File: config.mk
export PLATFORM = sky130hd
export DESIGN_NAME = axi_bram_slave_flat
export DESIGN_NICKNAME = d
export VERILOG_FILES = /design/src/rtl/axi_bram_slave_if.sv /design/src/rtl/axi_bram_slave.sv /design/src/flat_wrapper.sv
export SDC_FILE = /design/constraint.sdc
export NUM_CORES = 1
export LEC_CHECK = 0
export CAP_MARGIN = 15
export CORE_MARGIN = 2
export CORE_UTILIZATION = 36
export DETAILED_ROUTE_END_ITERATION = 8
export PLACE_DENSITY = 0.73
export SYNTH_ARGS = -nofsm -noshare
export SYNTH_HDL_FRONTEND = slang
export SYNTH_SLANG_ARGS = --single-unit
File: constraint.sdc
create_clock -name clk -period 3.94 [get_ports clk]
set_clock_uncertainty 0.15 [all_clocks]
set_input_delay 0.788 -clock clk [delete_from_list [all_inputs] [get_ports clk]]
set_output_delay 0.788 -clock clk [all_outputs]
set_load 0.05 [all_outputs]
File: src/rtl/axi_bram_slave_if.sv
// AXI4 channel bundle shared by the L1-to-AXI bridge (master) and its memory-side slave.
interface axi_interface #(
    parameter int ID_W = 6
);
    // Read address channel
    logic            arvalid;
    logic            arready;
    logic [31:0]     araddr;
    logic [7:0]      arlen;
    logic [2:0]      arsize;
    logic [1:0]      arburst;
    logic [3:0]      arcache;
    logic [ID_W-1:0] arid;
    // Read data channel
    logic            rvalid;
    logic            rready;
    logic [31:0]     rdata;
    logic [1:0]      rresp;
    logic            rlast;
    logic [ID_W-1:0] rid;
    // Write address channel
    logic            awvalid;
    logic            awready;
    logic [31:0]     awaddr;
    logic [7:0]      awlen;
    logic [2:0]      awsize;
    logic [1:0]      awburst;
    logic [3:0]      awcache;
    logic [ID_W-1:0] awid;
    // Write data channel
    logic            wvalid;
    logic            wready;
    logic [31:0]     wdata;
    logic [3:0]      wstrb;
    logic            wlast;
    // Write response channel
    logic            bvalid;
    logic            bready;
    logic [1:0]      bresp;
    logic [ID_W-1:0] bid;

    modport slave (
        input  arvalid, araddr, arlen, arsize, arburst, arcache, arid,
        output arready,
        output rvalid, rdata, rresp, rlast, rid,
        input  rready,
        input  awvalid, awaddr, awlen, awsize, awburst, awcache, awid,
        output awready,
        input  wvalid, wdata, wstrb, wlast,
        output wready,
        output bvalid, bresp, bid,
        input  bready
    );

    modport master (
        output arvalid, araddr, arlen, arsize, arburst, arcache, arid,
        input  arready,
        input  rvalid, rdata, rresp, rlast, rid,
        output rready,
        output awvalid, awaddr, awlen, awsize, awburst, awcache, awid,
        input  awready,
        output wvalid, wdata, wstrb, wlast,
        input  wready,
        input  bvalid, bresp, bid,
        output bready
    );
endinterface

File: src/rtl/axi_bram_slave.sv
// AXI4 slave onto a single-port, 1-cycle-latency BRAM: INCR read bursts and
// single-beat strobed writes, with read/write fairness on simultaneous requests.
module axi_bram_slave #(
    parameter int MEM_WORDS = 16384,
    parameter int ID_W      = 6,
    parameter int MEM_AW    = $clog2(MEM_WORDS)
) (
    input  logic              clk,
    input  logic              rst,
    axi_interface.slave       axi,
    output logic              mem_en,
    output logic [3:0]        mem_we,
    output logic [MEM_AW-1:0] mem_addr,
    output logic [31:0]       mem_wdata,
    input  logic [31:0]       mem_rdata
);

    localparam logic [1:0] IDLE  = 2'd0;
    localparam logic [1:0] READ  = 2'd1;
    localparam logic [1:0] WRITE = 2'd2;
    localparam logic [1:0] BRESP = 2'd3;

    logic [1:0]        state;
    logic              last_wr;

    logic [MEM_AW-1:0] rd_addr;
    logic [8:0]        rd_left;
    logic [ID_W-1:0]   rd_id;
    logic              rd_pend;
    logic              rd_pend_last;

    logic [MEM_AW-1:0] wr_addr;
    logic [31:0]       wr_data;
    logic [3:0]        wr_strb;
    logic [ID_W-1:0]   wr_id;
    logic              bvalid_r;

    logic [31:0]       fifo_data [2];
    logic              fifo_last [2];
    logic              fifo_rd_ptr;
    logic              fifo_wr_ptr;
    logic [1:0]        fifo_cnt;

    logic              wr_cand;
    logic              rd_cand;
    logic              in_idle;
    logic              grant_wr;
    logic              grant_rd;
    logic              rvalid_int;
    logic              rlast_int;
    logic              pop;
    logic              issue;
    logic [2:0]        occupancy;

    logic              unused_inputs;
    assign unused_inputs = ^{axi.arsize, axi.arburst, axi.arcache,
                             axi.awlen, axi.awsize, axi.awburst, axi.awcache, axi.wlast,
                             axi.araddr[31:MEM_AW+2], axi.araddr[1:0],
                             axi.awaddr[31:MEM_AW+2], axi.awaddr[1:0]};

    // Arbitration, FIFO status and BRAM read issue decision
    always_comb begin
        wr_cand    = axi.awvalid & axi.wvalid;
        rd_cand    = axi.arvalid;
        // Readies are masked by rst so no handshake is seen that the reset would discard.
        in_idle    = (state == IDLE) & ~rst;
        grant_wr   = in_idle & wr_cand & (~rd_cand | ~last_wr);
        grant_rd   = in_idle & rd_cand & ~grant_wr;
        rvalid_int = (fifo_cnt != 2'd0);
        rlast_int  = rvalid_int & fifo_last[fifo_rd_ptr];
        pop        = rvalid_int & axi.rready;
        // A read in flight already owns a FIFO slot; a pop this cycle frees one.
        occupancy  = {1'b0, fifo_cnt} + {2'b00, rd_pend} - {2'b00, pop};
        issue      = (state == READ) & (rd_left != 9'd0) & (occupancy < 3'd2);
    end

    assign axi.arready = grant_rd;
    assign axi.awready = grant_wr;
    assign axi.wready  = grant_wr;
    assign axi.rvalid  = rvalid_int;
    assign axi.rdata   = fifo_data[fifo_rd_ptr];
    assign axi.rlast   = rlast_int;
    assign axi.rresp   = 2'b00;
    assign axi.rid     = rd_id;
    assign axi.bvalid  = bvalid_r;
    assign axi.bresp   = 2'b00;
    assign axi.bid     = wr_id;

    // BRAM port: write slot in WRITE, otherwise burst reads as issued
    always_comb begin
        mem_en    = issue | (state == WRITE);
        mem_we    = (state == WRITE) ? wr_strb : '0;
        mem_addr  = (state == WRITE) ? wr_addr : rd_addr;
        mem_wdata = wr_data;
    end

    // Main FSM: grant capture, burst address/beat tracking, write and response phases
    always_ff @(posedge clk) begin
        if (rst) begin
            state        <= IDLE;
            last_wr      <= 1'b0;
            rd_left      <= '0;
            rd_pend      <= 1'b0;
            rd_pend_last <= 1'b0;
            bvalid_r     <= 1'b0;
        end else begin
            rd_pend      <= issue;
            rd_pend_last <= (rd_left == 9'd1);
            case (state)
                IDLE: begin
                    if (grant_wr) begin
                        state   <= WRITE;
                        last_wr <= 1'b1;
                        wr_addr <= axi.awaddr[MEM_AW+1:2];
                        wr_data <= axi.wdata;
                        wr_strb <= axi.wstrb;
                        wr_id   <= axi.awid;
                    end else if (grant_rd) begin
                        state   <= READ;
                        last_wr <= 1'b0;
                        rd_addr <= axi.araddr[MEM_AW+1:2];
                        rd_left <= {1'b0, axi.arlen} + 9'd1;
                        rd_id   <= axi.arid;
                    end
                end
                READ: begin
                    if (issue) begin
                        rd_addr <= rd_addr + MEM_AW'(1);
                        rd_left <= rd_left - 9'd1;
                    end
                    if (pop && rlast_int) begin
                        state <= IDLE;
                    end
                end
                WRITE: begin
                    bvalid_r <= 1'b1;
                    state    <= BRESP;
                end
                default: begin
                    if (axi.bready) begin
                        bvalid_r <= 1'b0;
                        state    <= IDLE;
                    end
                end
            endcase
        end
    end

    // Two-entry R FIFO: BRAM returns land here, head drives the R channel
    always_ff @(posedge clk) begin
        if (rst) begin
            fifo_cnt    <= '0;
            fifo_rd_ptr <= 1'b0;
            fifo_wr_ptr <= 1'b0;
        end else begin
            if (rd_pend) begin
                fifo_data[fifo_wr_ptr] <= mem_rdata;
                fifo_last[fifo_wr_ptr] <= rd_pend_last;
                fifo_wr_ptr            <= ~fifo_wr_ptr;
            end
            if (pop) begin
                fifo_rd_ptr <= ~fifo_rd_ptr;
            end
            fifo_cnt <= fifo_cnt + 2'(rd_pend) - 2'(pop);
        end
    end

endmodule

File: src/flat_wrapper.sv
// flat-port wrapper written by rule: the top's interface ports become plain ports
module axi_bram_slave_flat 
#(
    parameter int MEM_WORDS = 16384,
    parameter int ID_W      = 6,
    parameter int MEM_AW    = $clog2(MEM_WORDS)
)
  (clk, rst, mem_en, mem_we, mem_addr, mem_wdata, mem_rdata, axi_arvalid, axi_araddr, axi_arlen, axi_arsize, axi_arburst, axi_arcache, axi_arid, axi_arready, axi_rvalid, axi_rdata, axi_rresp, axi_rlast, axi_rid, axi_rready, axi_awvalid, axi_awaddr, axi_awlen, axi_awsize, axi_awburst, axi_awcache, axi_awid, axi_awready, axi_wvalid, axi_wdata, axi_wstrb, axi_wlast, axi_wready, axi_bvalid, axi_bresp, axi_bid, axi_bready);
  axi_interface #(.ID_W(ID_W)) axi_i ();
  input  logic clk;
  input  logic rst;
  output logic mem_en;
  output logic [3:0] mem_we;
  output logic [MEM_AW-1:0] mem_addr;
  output logic [31:0] mem_wdata;
  input  logic [31:0] mem_rdata;
  input wire logic [$bits(axi_i.arvalid)-1:0] axi_arvalid;
  input wire logic [$bits(axi_i.araddr)-1:0] axi_araddr;
  input wire logic [$bits(axi_i.arlen)-1:0] axi_arlen;
  input wire logic [$bits(axi_i.arsize)-1:0] axi_arsize;
  input wire logic [$bits(axi_i.arburst)-1:0] axi_arburst;
  input wire logic [$bits(axi_i.arcache)-1:0] axi_arcache;
  input wire logic [$bits(axi_i.arid)-1:0] axi_arid;
  output wire logic [$bits(axi_i.arready)-1:0] axi_arready;
  output wire logic [$bits(axi_i.rvalid)-1:0] axi_rvalid;
  output wire logic [$bits(axi_i.rdata)-1:0] axi_rdata;
  output wire logic [$bits(axi_i.rresp)-1:0] axi_rresp;
  output wire logic [$bits(axi_i.rlast)-1:0] axi_rlast;
  output wire logic [$bits(axi_i.rid)-1:0] axi_rid;
  input wire logic [$bits(axi_i.rready)-1:0] axi_rready;
  input wire logic [$bits(axi_i.awvalid)-1:0] axi_awvalid;
  input wire logic [$bits(axi_i.awaddr)-1:0] axi_awaddr;
  input wire logic [$bits(axi_i.awlen)-1:0] axi_awlen;
  input wire logic [$bits(axi_i.awsize)-1:0] axi_awsize;
  input wire logic [$bits(axi_i.awburst)-1:0] axi_awburst;
  input wire logic [$bits(axi_i.awcache)-1:0] axi_awcache;
  input wire logic [$bits(axi_i.awid)-1:0] axi_awid;
  output wire logic [$bits(axi_i.awready)-1:0] axi_awready;
  input wire logic [$bits(axi_i.wvalid)-1:0] axi_wvalid;
  input wire logic [$bits(axi_i.wdata)-1:0] axi_wdata;
  input wire logic [$bits(axi_i.wstrb)-1:0] axi_wstrb;
  input wire logic [$bits(axi_i.wlast)-1:0] axi_wlast;
  output wire logic [$bits(axi_i.wready)-1:0] axi_wready;
  output wire logic [$bits(axi_i.bvalid)-1:0] axi_bvalid;
  output wire logic [$bits(axi_i.bresp)-1:0] axi_bresp;
  output wire logic [$bits(axi_i.bid)-1:0] axi_bid;
  input wire logic [$bits(axi_i.bready)-1:0] axi_bready;
  assign axi_i.arvalid = axi_arvalid;
  assign axi_i.araddr = axi_araddr;
  assign axi_i.arlen = axi_arlen;
  assign axi_i.arsize = axi_arsize;
  assign axi_i.arburst = axi_arburst;
  assign axi_i.arcache = axi_arcache;
  assign axi_i.arid = axi_arid;
  assign axi_arready = axi_i.arready;
  assign axi_rvalid = axi_i.rvalid;
  assign axi_rdata = axi_i.rdata;
  assign axi_rresp = axi_i.rresp;
  assign axi_rlast = axi_i.rlast;
  assign axi_rid = axi_i.rid;
  assign axi_i.rready = axi_rready;
  assign axi_i.awvalid = axi_awvalid;
  assign axi_i.awaddr = axi_awaddr;
  assign axi_i.awlen = axi_awlen;
  assign axi_i.awsize = axi_awsize;
  assign axi_i.awburst = axi_awburst;
  assign axi_i.awcache = axi_awcache;
  assign axi_i.awid = axi_awid;
  assign axi_awready = axi_i.awready;
  assign axi_i.wvalid = axi_wvalid;
  assign axi_i.wdata = axi_wdata;
  assign axi_i.wstrb = axi_wstrb;
  assign axi_i.wlast = axi_wlast;
  assign axi_wready = axi_i.wready;
  assign axi_bvalid = axi_i.bvalid;
  assign axi_bresp = axi_i.bresp;
  assign axi_bid = axi_i.bid;
  assign axi_i.bready = axi_bready;
  axi_bram_slave #(.MEM_WORDS(MEM_WORDS), .ID_W(ID_W), .MEM_AW(MEM_AW)) u_core (.clk(clk), .rst(rst), .axi(axi_i), .mem_en(mem_en), .mem_we(mem_we), .mem_addr(mem_addr), .mem_wdata(mem_wdata), .mem_rdata(mem_rdata));
endmodule
==> flow_summary.toml, run 1 <==
[yosys]
synth_edf_count = 142
netlist.area_leader.share = 0.653
synth_cell_type_count = 54
seq_area_frac_synth = 0.715
avgSynthCellArea_um2 = 15.2
synth-async-reset-ratio = 0
synth_cells = 430
synth_area_leaders = "edfxtp_1 65%, mux2_2 7.8%, dfxtp_1 6.1%"
yosys.area.top_type = "edfxtp_1"
synth_seq_cells = 162
synth_area_um2 = 6530
yosysWarnings = 0
yosys_most_used_dff = "edfxtp_1"

[worst_setup_path]
cp_max_fo = 2
r2r-start = "u_core.fifo_cnt[0]"
r2r-end = "u_core.rd_addr[1]"
cp-startpoint = "axi_rready"
r2r_setup_slack_ns = 0.81
critPathKind = "in -> out"
rr_worst_depth = 12
start_kind = "input pin"
crit_arrival_ns = 2.89
crit_required_ns = 3.00
crit_path_end_kind = "output port"

[floorplan]
core_um2 = 17900
die_h_um = 139
rows = 49
die-area_um2 = 19200
fp.dieW_um = 139
initial_core_util = 0.364
ioPinCount = 291

[hold_path]
hp-class = "reg -> reg"
holdCritStartpoint = "u_core.rd_pend_last"
min_to = "u_core.fifo_last[1]"
hold_depth = 0

[drt]
drc = 0
ant_nets = 0
firstDrtPassIters = 6
drtIter0Drc = 306
vias_per_cell = 4.82
vias = 4390
wirelength_um = 14800
post_drt_wl_per_cell_um = 16.3

[cts]
insertion_delay_ns = 0.42
cts.sinks = 162
clk_pin_slew_ns = 0.06
numCtsBuffers = 17
cts_root_buf = "clkbuf_16"
cts_buffer_depth = 2
tritoncts = "yes"
ctsHtreeMaxLevel = 4

[global_routing]
grt_first_pass_wirelength_um = 23600
grt-ovfl-total = 0
grt_pass1_vias = 4658
grt_use_met2 = 0.254
busiest_layer = "met2"
groute.layer.met1.usage = 0.179
gr-usage-met3 = 0.0663
track_usage = 0.154
grt_max_degree = 57
antenna_found_initial = 0

[placed_design]
gp_congestion = 0.788
dp_hpwl_um = 10400
place_inst = 878
port_buffers = 223

[power_and_ir_drop]
p_leak_nw = 3.33
p_per_area_nw_per_um2 = 504
irDropWorstVdd_mv = 0.316

[sta]
relSlewSlack = 0.519
rsz0062_at_grt = "false"
max_freq_mhz = 261
final-setup-viol-count = 0
period_needed_ns = 3.82
fin_tns_setup_ns = 0
maxSlewViolCount = 0
worst_pin_slew_ns = 0.721
hold_viol = 0
period_share = 0.971

[finish]
diodes = 0
layoutNonFillerInstCount = 911
drive_gt1_frac = 0.164
nFillCells = 1450
nets = 863
area_growth_pct = 49.2
final_util = 0.544

[outcome]
outcome = "completed"

[run]
drv_cap = 0
-- layout by cell type (no fill, tap or decap), types with 3 or more instances in the layout --
| cell | netlist | routed |
|---|---|---|
| a21oi_1 | 12 | 12 |
| a31oi_1 | 4 | 4 |
| a32o_1 | 3 | 3 |
| and2_1 | 4 | 4 |
| buf_12 | 0 | 5 |
| buf_4 | 5 | 13 |
| clkbuf_16 | 0 | 17 |
| clkdlybuf4s50_1 | 0 | 218 |
| clkinvlp_4 | 0 | 3 |
| conb_1 | 1 | 4 |
| dfxtp_1 | 20 | 19 |
| edfxtp_1 | 142 | 142 |
| ha_1 | 7 | 6 |
| inv_1 | 13 | 12 |
| inv_6 | 0 | 6 |
| inv_8 | 0 | 3 |
| mux2_2 | 45 | 45 |
| nand2_1 | 30 | 30 |
| nand3_1 | 11 | 11 |
| nand4_1 | 5 | 5 |
| nor2_1 | 19 | 17 |
| nor2b_1 | 5 | 4 |
| nor3_1 | 10 | 9 |
| nor4_1 | 4 | 4 |
| o21ai_0 | 20 | 20 |
| o32ai_1 | 3 | 3 |
| xnor2_1 | 15 | 15 |
| xor2_1 | 3 | 3 |
-- worst max-delay path by stage --
| stage | to | cells after the start | slack [ns] |
|---|---|---|---|
| after floorplan | mem_en | 10 | 0.14 |
| after global placement | mem_en | 11 | -0.26 |
| after detailed placement | mem_en | 11 | -0.27 |
| after CTS | mem_en | 10 | 0.005 |
| after global routing | mem_en | 10 | 0.01 |
| final | mem_en | 11 | 0.12 |
-- cells in the mapped netlist (all sizes together), types with 2 or more instances --
| library cell | n |
|---|---|
| nor2b | 5 |
| a31oi | 4 |
| and3b | 2 |
| nand3 | 11 |
| a22oi | 2 |
| nor3 | 11 |
| and2 | 4 |
| or3 | 2 |
| o21a | 2 |
| o32ai | 3 |
| ha | 7 |
| xnor2 | 15 |
| o211ai | 2 |
| or4 | 2 |
| nand4 | 5 |
| o21ai | 20 |
| buf | 10 |
| nor4 | 4 |
| xor2 | 3 |
| nor2 | 19 |
| inv | 13 |
| edfxtp | 142 |
| nand2 | 30 |
| clkbuf | 10 |
| dfxtp | 20 |
| nand2b | 2 |
| a32o | 3 |
| a21oi | 12 |
| o221ai | 2 |
| a311oi | 2 |
| mux2 | 45 |
-- sequential cells by signal, summed over array words and instances (netlist names), 4 cells and up, named ones only --
name,cells
u_core.fifo_data,64
u_core.mem_wdata,32
u_core.rd_addr,14
u_core.wr_addr,14
u_core.rd_left,9
u_core.axi.bid,6
u_core.axi.rid,6
u_core.wr_strb,4
-- worst max-delay path, stage by stage --
cell and delay, ns:
buf_2 0.10, inv_2 0.05, nor2_2 0.04, ha_1 0.26, inv_1 0.04, ha_2 0.17
fa_1 0.47, or3b_4 0.41, a311o_1 0.33, nand2b_4 0.10, buf_12 0.13
-- per-layer routing --
layer,routed length (µm),vias to the layer above
li1,-,2115
met1,5910,2053
met2,7180,200
met3,1470,22
met4,255,0
met5,0,-
-- kinds of logic (layout without fill, tap and decap cells) --
| kind of cell | after synthesis | after routing | synth area share |
|---|---|---|---|
| DFF | 162 | 162 | 0.715 |
| and+or+nand+nor | 102 | 102 | 0.0790 |
| AOI/OAI and AO/OA | 59 | 59 | 0.0627 |
| muxes | 46 | 46 | 0.0792 |
| buffers and inverters | 34 | 283 | 0.0230 |
| xor gates and xnor gates | 18 | 18 | 0.0242 |
| adders and majority gates | 8 | 8 | 0.0165 |
| other | 1 | 4 | 0.000575 |
-- metrics by stage --
step	area (µm²)	hold slack [ns]	setup WS, ns	power (W)
after detailed placement	9120	0.275	-0.273	0.00330
final	9730	0.296	0.116	0.00490
after global placement	9120	0.279	-0.262	0.00328
after global routing	9730	0.303	0.0110	0.00511
after CTS	9730	0.291	0.00473	0.00496
after floorplan	6540	0.254	0.135	0.00284
-- area by class of cell --
type	instances	area (µm²)	area share
flip-flops and latches	162	4670	0.479
repair buffers	237	2380	0.245
multi-input cells	237	1760	0.180
clock buffers	17	425	0.0437
well taps	229	287	0.0294
clock inverters	15	164	0.0168
inverters	14	52.6	0.00540
-- power breakdown --
group          switching [W]  internal [W]
sequential         0.0000588       0.00197
combinational       0.000725      0.000516
clock               0.000737      0.000901
total                0.00152       0.00338
-- what timing repair did --
action,CTS,global route
pin swaps,5,1
setup endpoints to repair,1,1
buffers inserted,1,0
hold buffers,0,0
gates resized for setup,9,2
Power figures use the tool's default switching activity.
==> inputs of run 2 (changes only) <==
Settings changed: CTS_CLUSTER_DIAMETER from default to 100.
==> results of run 2 <==
The final DEF is identical to that of run 1; final timing and power are the same.
==> inputs of run 3 (changes only) <==
Settings changed: CORE_UTILIZATION 36 to 38, PLACE_DENSITY 0.73 to 0.77.
==> run 3 against run 2 <==
Compared with the run above:
- non-clock buffer count is 27 higher
- wire length is 6.9% higher
- sequential power hardly changed
- global-route usage is 1.9 points higher
- die area is 5.1% lower
- count of clock-buffer cells in the layout is 1 higher
- final area is 1.9% higher
- combinational power is 9% higher
- largest cell class unchanged
- largest power group unchanged
- highest routed layer unchanged
==> flow_summary.toml, run 3 (synthesized netlist as in run 1, its figures left out) <==
[cts]
insertion_delay_ns = 0.41
cts_buffer_depth = 2
tritoncts = "yes"
cts_root_buf = "clkbuf_16"
clk_pin_slew_ns = 0.06
cts.sinks = 162
numCtsBuffers = 17
ctsHtreeMaxLevel = 4
ctsHoldBuffers = 0

[placed_design]
dp_hpwl_um = 11200
port_buffers = 223
pre_cts_ws_ns = -0.356
gp_congestion = 0.868

[power_and_ir_drop]
p_int_w = 0.00336
p_clk_frac = 0.306
combPwrFrac = 0.277
p_seq_frac = 0.417
irDropWorstVdd_mv = 0.297
switching_power_w = 0.00150
switching_share = 0.309
p_per_area_nw_per_um2 = 491
p_leak_nw = 3.45

[global_routing]
grt_max_degree = 57
track_usage = 0.173
antenna_found_initial = 0
grt-ovfl-total = 0
grt_pass1_vias = 4782
grt_first_pass_wirelength_um = 24400

[finish]
layout_common_cells = "218 x clkdlybuf4s50_1, 142 x edfxtp_1, 45 x mux2_2, 38 x buf_4, 30 x nand2_1"
final_util = 0.594
drive_gt1_frac = 0.199
seqCellArea_um2 = 4670
multiInputGateArea_um2 = 1780
final_common_cell = "clkdlybuf4s50_1"
nets = 890
regMostFlops = "u_core.fifo_data"
largest_register_ffs = 64
area_growth_pct = 52.0
diodes = 0
nFillCells = 1281

[sta]
finalWorstSetupSlack_ns = 0.0672
period_needed_ns = 3.87
final-setup-viol-count = 0
relSlewSlack = 0.567
hold_viol = 0
fin_tns_setup_ns = 0
period_share = 0.983
worst_pin_slew_ns = 0.647
max_freq_mhz = 258
maxSlewViolCount = 0

[drt]
wl_met3_um = 1820
wirelength_um = 15800
vias_per_cell = 4.89
met1_length_um = 5940
vias = 4539
drc = 0
ant_nets = 0
met2_length_um = 7870
drtIter0Drc = 193
top_layer_used = "met4"
post_drt_wl_per_cell_um = 17.0
firstDrtPassIters = 4

[worst_setup_path]
critPathKind = "in -> reg"
start_kind = "input pin"
crit_arrival_ns = 4.02
cp_max_fo = 2
crit_required_ns = 4.09
crit_path_end_kind = "flop"

[floorplan]
core_um2 = 16700
die_h_um = 135
ioPinCount = 291
initial_core_util = 0.391
die-area_um2 = 18200
fp.dieW_um = 135
rows = 47

[run]
drv_cap = 0

[outcome]
outcome = "completed"

[hold_path]
hp-class = "reg -> reg"
[run 3: worst max-delay path: stages]
cell	delay (ns)
buf_2	0.10
inv_2	0.08
nor2_4	0.04
buf_4	0.12
buf_4	0.12
buf_4	0.12
buf_4	0.12
buf_4	0.12
buf_4	0.12
buf_4	0.12
buf_4	0.12
buf_4	0.12
buf_4	0.12
buf_4	0.12
buf_4	0.12
buf_4	0.12
buf_4	0.12
buf_4	0.12
buf_4	0.12
buf_4	0.12
buf_4	0.12
buf_4	0.12
buf_4	0.12
buf_4	0.12
buf_4	0.12
buf_6	0.12
xnor2_4	0.18
nor2_1	0.07
[run 3: layout make-up]
type,instances,area share
Sequential cell,162,0.471
Timing Repair Buffer,264,0.263
Multi-Input combinational cell,237,0.180
Clock buffer,18,0.0433
Tap cell,220,0.0278
Clock inverter,14,0.0107
Inverter,14,0.00530
[run 3: final timing paths]
kind	cells past startpoint	slack [ns]	startpoint	end
setup / recovery	28	0.07	axi_rready	flop
hold / removal	0	0.29	u_core.rd_pend_last	u_core.fifo_last[0]
setup reg to reg	27	0.14	u_core.fifo_cnt[1]	flop
hold reg to reg	0	0.29	u_core.rd_pend_last	u_core.fifo_last[0]
[run 3: what timing repair did]
action	4_1_cts	5_1_grt
endpoints found under the setup margin	1	3
buffers inserted	26	2
pin swaps	6	5
hold endpoints to repair	0	0
gates resized for setup	10	7
[run 3: layer usage]
metal	global-route usage	vias up
met1	0.196	2149
met2	0.298	222
li1	-	2154
met3	0.0743	14
met5	0	-
met4	0.0550	0
[run 3: power by group through the flow]
| stage | Sequential [W] | Clock [W] | Combinational [W] |
|---|---|---|---|
| 5_1_grt | 0.00204 | 0.00160 | 0.00143 |
| 2_1_floorplan | 0.00210 | 0 | 0.000739 |
| 4_1_cts | 0.00203 | 0.00152 | 0.00133 |
| 6_report | 0.00203 | 0.00149 | 0.00135 |
| 3_3_place_gp | 0.00206 | 0 | 0.00123 |
| 3_5_place_dp | 0.00206 | 0 | 0.00125 |
[run 3: stage by stage]
stage / std cells / cell area, µm² / power (W) / hold slack, ns
floorplan: 433 / 6540 / 0.00284 / 0.254
global placement: 870 / 9130 / 0.00328 / 0.264
detailed placement: 870 / 9130 / 0.00331 / 0.281
CTS: 928 / 9880 / 0.00488 / 0.296
global route: 929 / 9920 / 0.00507 / 0.327
finish: 929 / 9920 / 0.00487 / 0.289
